--- src/rtl/clk_div_pkg.sv ---
// Shared constants and per-channel state record for the multi-channel clock divider.
package clk_div_pkg;

  localparam int DIV_MIN  = 2;
  localparam int N_CH_MAX = 16;

  typedef struct packed {
    logic pend;
    logic run;
    logic ph;
    logic tick;
  } ch_state_t;

endpackage

--- src/rtl/clk_div_ch.sv ---
// One divider channel: active/shadow divisor, period counter and registered phase/tick.
// Optional CLKDIV_SYNC_EN adds a sync input that restarts the phase like an enable rise.
module clk_div_ch
  import clk_div_pkg::*;
#(
  parameter int W       = 31,
  parameter int DEF_DIV = 50000000
) (
  input  logic         clki,
  input  logic         rst_n,
  input  logic         en,
  input  logic         wr,
  input  logic [W-1:0] wr_data,
`ifdef CLKDIV_SYNC_EN
  input  logic         sync,
`endif
  output logic         clko,
  output logic         tick,
  output logic         pend
);

  localparam logic [W-1:0] DEF_D = W'(DEF_DIV);
  localparam logic [W-1:0] MIN_D = W'(DIV_MIN);
  localparam logic [W-1:0] ONE   = W'(1);
  localparam logic [W:0]   ONE_X = (W+1)'(1);

  logic [W-1:0] d_reg, d_next;
  logic [W-1:0] s_reg, s_next;
  logic [W-1:0] cnt_reg, cnt_next;
  ch_state_t    st_reg, st_next;
  logic         restart;
  logic         wrap;
  logic [W:0]   half;

  always_comb begin
    d_next   = d_reg;
    s_next   = s_reg;
    cnt_next = cnt_reg;
    st_next  = st_reg;
    half     = '0;
    restart  = !st_reg.run;
`ifdef CLKDIV_SYNC_EN
    restart  = restart | sync;
`endif
    wrap     = (cnt_reg == d_reg - ONE);

    if (!en) begin
      cnt_next     = '0;
      st_next.run  = 1'b0;
      st_next.ph   = 1'b0;
      st_next.tick = 1'b0;
    end else begin
      cnt_next = (restart || wrap) ? '0 : cnt_reg + ONE;
      // Shadow is promoted only at a period boundary, using the value held before this edge.
      if ((restart || wrap) && st_reg.pend) begin
        d_next       = s_reg;
        st_next.pend = 1'b0;
      end
      st_next.run  = 1'b1;
      half         = ({1'b0, d_next} + ONE_X) >> 1;
      st_next.ph   = ({1'b0, cnt_next} < half);
      st_next.tick = (cnt_next == '0);
    end

    if (wr) begin
      s_next       = (wr_data < MIN_D) ? MIN_D : wr_data;
      st_next.pend = 1'b1;
    end
  end

  always_ff @(posedge clki or negedge rst_n) begin
    if (!rst_n) begin
      d_reg   <= DEF_D;
      s_reg   <= DEF_D;
      cnt_reg <= '0;
      st_reg  <= '0;
    end else begin
      d_reg   <= d_next;
      s_reg   <= s_next;
      cnt_reg <= cnt_next;
      st_reg  <= st_next;
    end
  end

  assign clko = st_reg.ph;
  assign tick = st_reg.tick;
  assign pend = st_reg.pend;

endmodule

--- src/rtl/clk_div_multi.sv ---
// N_CH independent glitch-free clock dividers sharing one divisor write port.
// Define CLKDIV_SYNC_EN to add the sync input that phase-aligns all enabled channels.
module clk_div_multi
  import clk_div_pkg::*;
#(
  parameter int N_CH    = 4,
  parameter int W       = 31,
  parameter int DEF_DIV = 50000000
) (
  input  logic            clki,
  input  logic            rst_n,
  input  logic [N_CH-1:0] en,
  input  logic            div_wr,
  input  logic [3:0]      div_sel,
  input  logic [W-1:0]    div_data,
`ifdef CLKDIV_SYNC_EN
  input  logic            sync,
`endif
  output logic [N_CH-1:0] clko,
  output logic [N_CH-1:0] tick,
  output logic [N_CH-1:0] pend
);

  // Selects at or above N_CH match no channel, so such writes fall away.
  genvar gi;
  generate
    for (gi = 0; gi < N_CH; gi++) begin : g_ch
      logic wr_ch;
      assign wr_ch = div_wr && (div_sel == 4'(gi));

      clk_div_ch #(
        .W       (W),
        .DEF_DIV (DEF_DIV)
      ) u_ch (
        .clki    (clki),
        .rst_n   (rst_n),
        .en      (en[gi]),
        .wr      (wr_ch),
        .wr_data (div_data),
`ifdef CLKDIV_SYNC_EN
        .sync    (sync),
`endif
        .clko    (clko[gi]),
        .tick    (tick[gi]),
        .pend    (pend[gi])
      );
    end
  endgenerate

endmodule

--- config.mk ---
export PLATFORM = sky130hd
export DESIGN_NAME = clk_div_multi
export DESIGN_NICKNAME = d
export VERILOG_FILES = /design/src/rtl/clk_div_pkg.sv /design/src/rtl/clk_div_ch.sv /design/src/rtl/clk_div_multi.sv
export SDC_FILE = /design/constraint.sdc
export NUM_CORES = 1
export LEC_CHECK = 0
export CAP_MARGIN = 20
export CORE_ASPECT_RATIO = 1.25
export CORE_MARGIN = 2
export CORE_UTILIZATION = 29
export DETAILED_ROUTE_END_ITERATION = 10
export HOLD_SLACK_MARGIN = 0.12
export PLACE_DENSITY = 0.41
export SLEW_MARGIN = 20
export SYNTH_ARGS = -nofsm -noshare
export SYNTH_HDL_FRONTEND = slang
export SYNTH_SLANG_ARGS = --single-unit
export TNS_END_PERCENT = 10
--- constraint.sdc ---
create_clock -name clki -period 8.6 [get_ports clki]
set_input_delay 1.72 -clock clki [delete_from_list [all_inputs] [get_ports clki]]
set_output_delay 1.72 -clock clki [all_outputs]
set_load 0.1 [all_outputs]
# Yosys cells after proc, flatten, opt, wreduce, memory -nomap -nowiden
# Cells that the tools add are included.
# op_classes
add_sub_neg,12
n_lt_le_gt_ge,5
eq_ne,7
mux,33
reduce_logical,33
# op_table
operator,count
2-to-1 mux 31 bit,17
adder 31 x 1 -> 32 bit (second input constant),4
adder 31 x 1 -> 31 bit (second input constant),4
== test 31 bit,4
zero test 31 bit,4
less-than comparator 31 bit,4
subtractor 31 x 1 -> 31 bit (second input constant),4
less-than comparator 31 x 2 -> 1 bit (second input constant),1
nonzero test 2 bit,8
2-to-1 mux 1 bit,12
2-to-1 mux 3 bit,4
== test 4 x 2 -> 1 bit (second input constant),2
logical AND 1 bit,8
AND reduction 2 bit,4
== test 4 x 1 -> 1 bit (second input constant),1
zero test 1 bit,4
zero test 4 bit,1
logical OR 1 bit,4
# word_totals
ff_bits,388
in_bits,42
output_inout_bits,12
word_cells,118

# Logic depth before layout (Yosys ltp)
# logic_depth
word_depth,9
depth_mapped,35
depth_no_buf,33

# Modules after synthesis
# From an unflattened synthesis, not the netlist that was laid out.
# hier_totals
cells_unflattened,3573
hier_area_um2,30524.3
# modules_own_cells
module,n_inst,cells_each,area_each_um2,seq_area_each_um2
clk_div_ch,4,892,7614.8,2457.4
clk_div_multi,1,5,65.1,0.0

# Worst setup path after synthesis
# No wires, ideal clock.
# synth_path
kind,reg2reg
from,reg g_ch[2].u_ch.d_reg[0]
to,"reg g_ch[2].u_ch.st_reg, in the netlist g_ch[2].u_ch.clko"
setup_time_ps,77
arrival_ps,6877
required_ps,8523
path_slack_ps,1645
path_stages_with_launch,35
path_buffers,2
period_less_slack_ps,6955
cell_sequence,dfrtp_1 inv_1 ha_1 nor4b_1 nand4_1 nor4_1 xnor2_1 nand3_1 nor4_1 a21o_1 buf_2 buf_2 nand2_1 o21ai_0 ha_1 nand2_1 nor4_1 nor3b_1 and3_1 nand2_1 o21ai_0 o21ai_0 or3_1 and3_1 ha_1 nand4_1 inv_1 a21oi_1 a21oi_1 a211oi_1 o21ai_0 o21a_1 o21ai_0 nand3_1 a21oi_1
# synth_lines
item,line,source
"start, declared",clk_div_ch.sv:27,"logic [W-1:0] d_reg, d_next;"
"start signal, assigned",clk_div_ch.sv:78,d_reg <= d_next;
"end signal, assigned",clk_div_ch.sv:81,st_reg <= st_next;
"end, declared",clk_div_ch.sv:30,"ch_state_t st_reg, st_next;"

==> impl_metrics.ini <==
[route]
ant_nets = 0
drc_errors = 0
drt_iter0_drc = 1359
firstDrtPassIters = 5
via_per_inst = 5.231
wire_per_inst_um = 20.94
drt_wl_total_mm = 100.5
num_vias = 25100

[logic_synthesis]
yosysWarnings = 0
synthSimpleGateAreaFrac_pct = 25.07
ys_ff_latch = 388
yosys_most_used_dff = dfrtp_1
synth_xor_xnor_area_share_pct = 12.12
synthAdderAreaFrac_pct = 5.472
synth.avg_cell_area_um2 = 8.643
yosysSeqAreaShare_pct = 32.37
synthDistinctLibCells = 85
synth_top_family_by_area = simple AND/OR/NAND/NOR gates
synth_edf_count = 0
synthCells = 3513
muxShareOfSynthArea_pct = 10.69
synth_area_mm2 = 0.03036
ys_async_sr_fraction_pct = 100.0
synth_compound_area_share_pct = 10.05
syn-num-nets = 3687

[worst_setup_path]
arrival_ns = 8.35
rr_startpoint = g_ch[1].u_ch.d_reg[0]
setup.worst_path.start_class = flip-flop
crit_fanout = 12
path_class = reg -> reg
cp-startpoint = g_ch[1].u_ch.d_reg[0]
cp_data_required_time_ns = 9.13
slowest_stage = nor3b_1
slowest_delay_ns = 0.69
crit_end = g_ch[1].u_ch.clko
cpMostUsedCell = nand2_1
critPathCaptureType = flip-flop
rr_worst_depth = 30
reg2reg_slack_ns = 0.78
rr_endpoint = g_ch[1].u_ch.clko

[clocking]
cts_hold_buffers = 0
cts_resized = 0
cts_buffer_depth = 3
numCtsBuffers = 49
post_cts_buffers = 0
htree_levels = 2
clock-root-buffer = clkbuf_16
cts_sinks = 388
cts_tree = built
clkTransAtPathRegs_ns = 0.06
clock_latency_ns = 0.62

[timing]
finalCritPeriodShare_pct = 90.92
fin_crit_ns = 7.819
slew_headroom_pct = 29.30
finClkSkew_ns = 0.01797
setup_violations = 0
rsz0062_at_grt = false
setup_tns_ns = 0
worst_pin_slew_ns = 1.057
slew_violations = 0
fmax_ghz = 0.1279
hold_viol = 0
hold-worst-slack_ns = 0.5353

[grt]
grt_pass1_wl_mm = 155.7
grt_start_max_net_pins = 134
grt_overflow = 0
grt_util_all_layers_pct = 18.55
grt_pass1_vias = 25350
antenna_found_initial = 10

[final_layout]
ff_latch_area_mm2 = 0.009829
nNetsFinal = 3590
syn_to_final_growth_pct = 11.24
multi_input_area_mm2 = 0.01931
drive_gt1_share_pct = 14.90
nFillCells = 10990

[run]
cap_violations = 0

[power]
ir_drop_mv = 0.1408
pwr_density_cell_mw_per_mm2 = 242.2
p_leak_nw = 13.62

[min_path]
hp-class = reg -> reg

[die]
row_count = 132
start_util_pct = 29.27
core-area_mm2 = 0.1037
chipWidth_um = 293.4
die_height_um = 365.8
num_io_pins = 54
die_area_mm2 = 0.1073

[placed_design]
io_buffer_count = 53
gp_congestion = 0.8427
hpwl_mm = 75.87

[status]
outcome = complete, no violations
==> per-layer routing <==
layer / track usage, % / vias to the layer above / wire, um / part of all wire [%]
li1: - / 12330 / - / -
met1: 23.07 / 12260 / 43370 / 43
met2: 33.42 / 377 / 51140 / 51
met3: 2.160 / 125 / 3123 / 3.1
met4: 5.259 / 4 / 2835 / 2.8
met5: 0 / - / 23 / 0.023
==> logic make-up (layout without fill, tap and decap cells) <==
logic type | Yosys count | count (layout)
compound gates | 463 | 463
xor+xnor | 420 | 420
fa+ha+maj | 133 | 133
buf+inv | 317 | 260
flops | 388 | 388
mux | 295 | 295
other cells | 0 | 2
simple gates | 1497 | 1497
==> cells in the final DEF (no fill, tap or decap), drive strengths merged, types with 56 or more instances in the layout <==
cell and count:
a21oi 117, and2 56, and3 68, clkbuf 70
dfrtp 292, dfstp 96, ha 132, inv 71
mux2 235, mux2i 60, nand2 269, nand3 164
nand4 104, nor2 403, nor3 119, nor4 83
o21ai 102, xnor2 245, xor2 175
==> worst max-delay path, delay by kind of cell (launching register included) <==
| kind | cells | cell delay (ns) |
|---|---|---|
| AOI/OAI and AO/OA | 7 | 1.75 |
| and+or+nand+nor | 19 | 4.48 |
| DFF | 1 | 0.49 |
| adders and majority gates | 3 | 0.87 |
| buffers and inverters | 1 | 0.15 |
==> through the flow <==
stage	worst slack (ns)	cell area, um^2	util [%]	cells	power (W)
final	0.7806	33780	32.56	4798	0.008182
after global routing	0.05558	33770	32.56	4796	0.008748
after CTS	0.8038	33770	32.56	4796	0.008296
after detailed placement	0.8415	31990	30.84	4705	0.005917
after global placement	0.8068	31970	30.83	4704	0.005919
after floorplan	1.645	30360	-	3513	0.004975
==> cell usage after synthesis, types with 36 or more instances <==
cell type / instances / area, um^2
nor2_1: 403 / 1513
dfrtp_1: 292 / 7307
nand2_1: 269 / 1010
xnor2_1: 245 / 2146
mux2_2: 235 / 2646
clkbuf_1: 187 / 701.9
xor2_1: 175 / 1533
nand3_1: 164 / 820.8
ha_1: 132 / 1652
a21oi_1: 117 / 585.6
nor3_1: 117 / 585.6
nand4_1: 104 / 650.6
o21ai_0: 100 / 500.5
dfstp_2: 96 / 2522
nor4_1: 79 / 494.2
inv_1: 70 / 262.8
and3_1: 68 / 425.4
mux2i_1: 60 / 600.6
and2_1: 52 / 325.3
a21o_1: 46 / 345.3
or4_1: 43 / 322.8
a31oi_1: 36 / 225.2
==> area by class of cell <==
| type | count | share of cell area [%] |
|---|---|---|
| antenna | 2 | 0.01482 |
| clock buffer | 70 | 4.408 |
| clock inverter | 21 | 0.8705 |
| inverter | 70 | 0.7779 |
| multi-input combinational | 2808 | 57.16 |
| sequential | 388 | 29.10 |
| tap | 1340 | 4.964 |
| timing repair buffer | 99 | 2.704 |
==> where the power goes <==
group | leakage [nW] | switching (W) | internal (W)
combinational | 7.90 | 0.00154 | 0.00127
sequential | 4.85 | 0.000778 | 0.00228
clock | 0.873 | 0.000895 | 0.00141
total | 13.6 | 0.00322 | 0.00496
==> worst min-delay path by stage <==
stage / from / endpoint / slack (ns) / cells after the start
after floorplan: g_ch[3].u_ch.s_reg[0] / g_ch[3].u_ch.s_reg[0] / 0.47 / 2
after global placement: g_ch[1].u_ch.s_reg[30] / g_ch[1].u_ch.s_reg[30] / 0.53 / 1
after detailed placement: g_ch[1].u_ch.s_reg[30] / g_ch[1].u_ch.d_reg[30] / 0.52 / 1
after CTS: g_ch[1].u_ch.s_reg[30] / g_ch[1].u_ch.d_reg[30] / 0.54 / 1
after global routing: g_ch[2].u_ch.d_reg[1] / g_ch[2].u_ch.d_reg[1] / 0.57 / 1
final: g_ch[1].u_ch.s_reg[30] / g_ch[1].u_ch.d_reg[30] / 0.54 / 1
(Power assumes the default switching activity.)
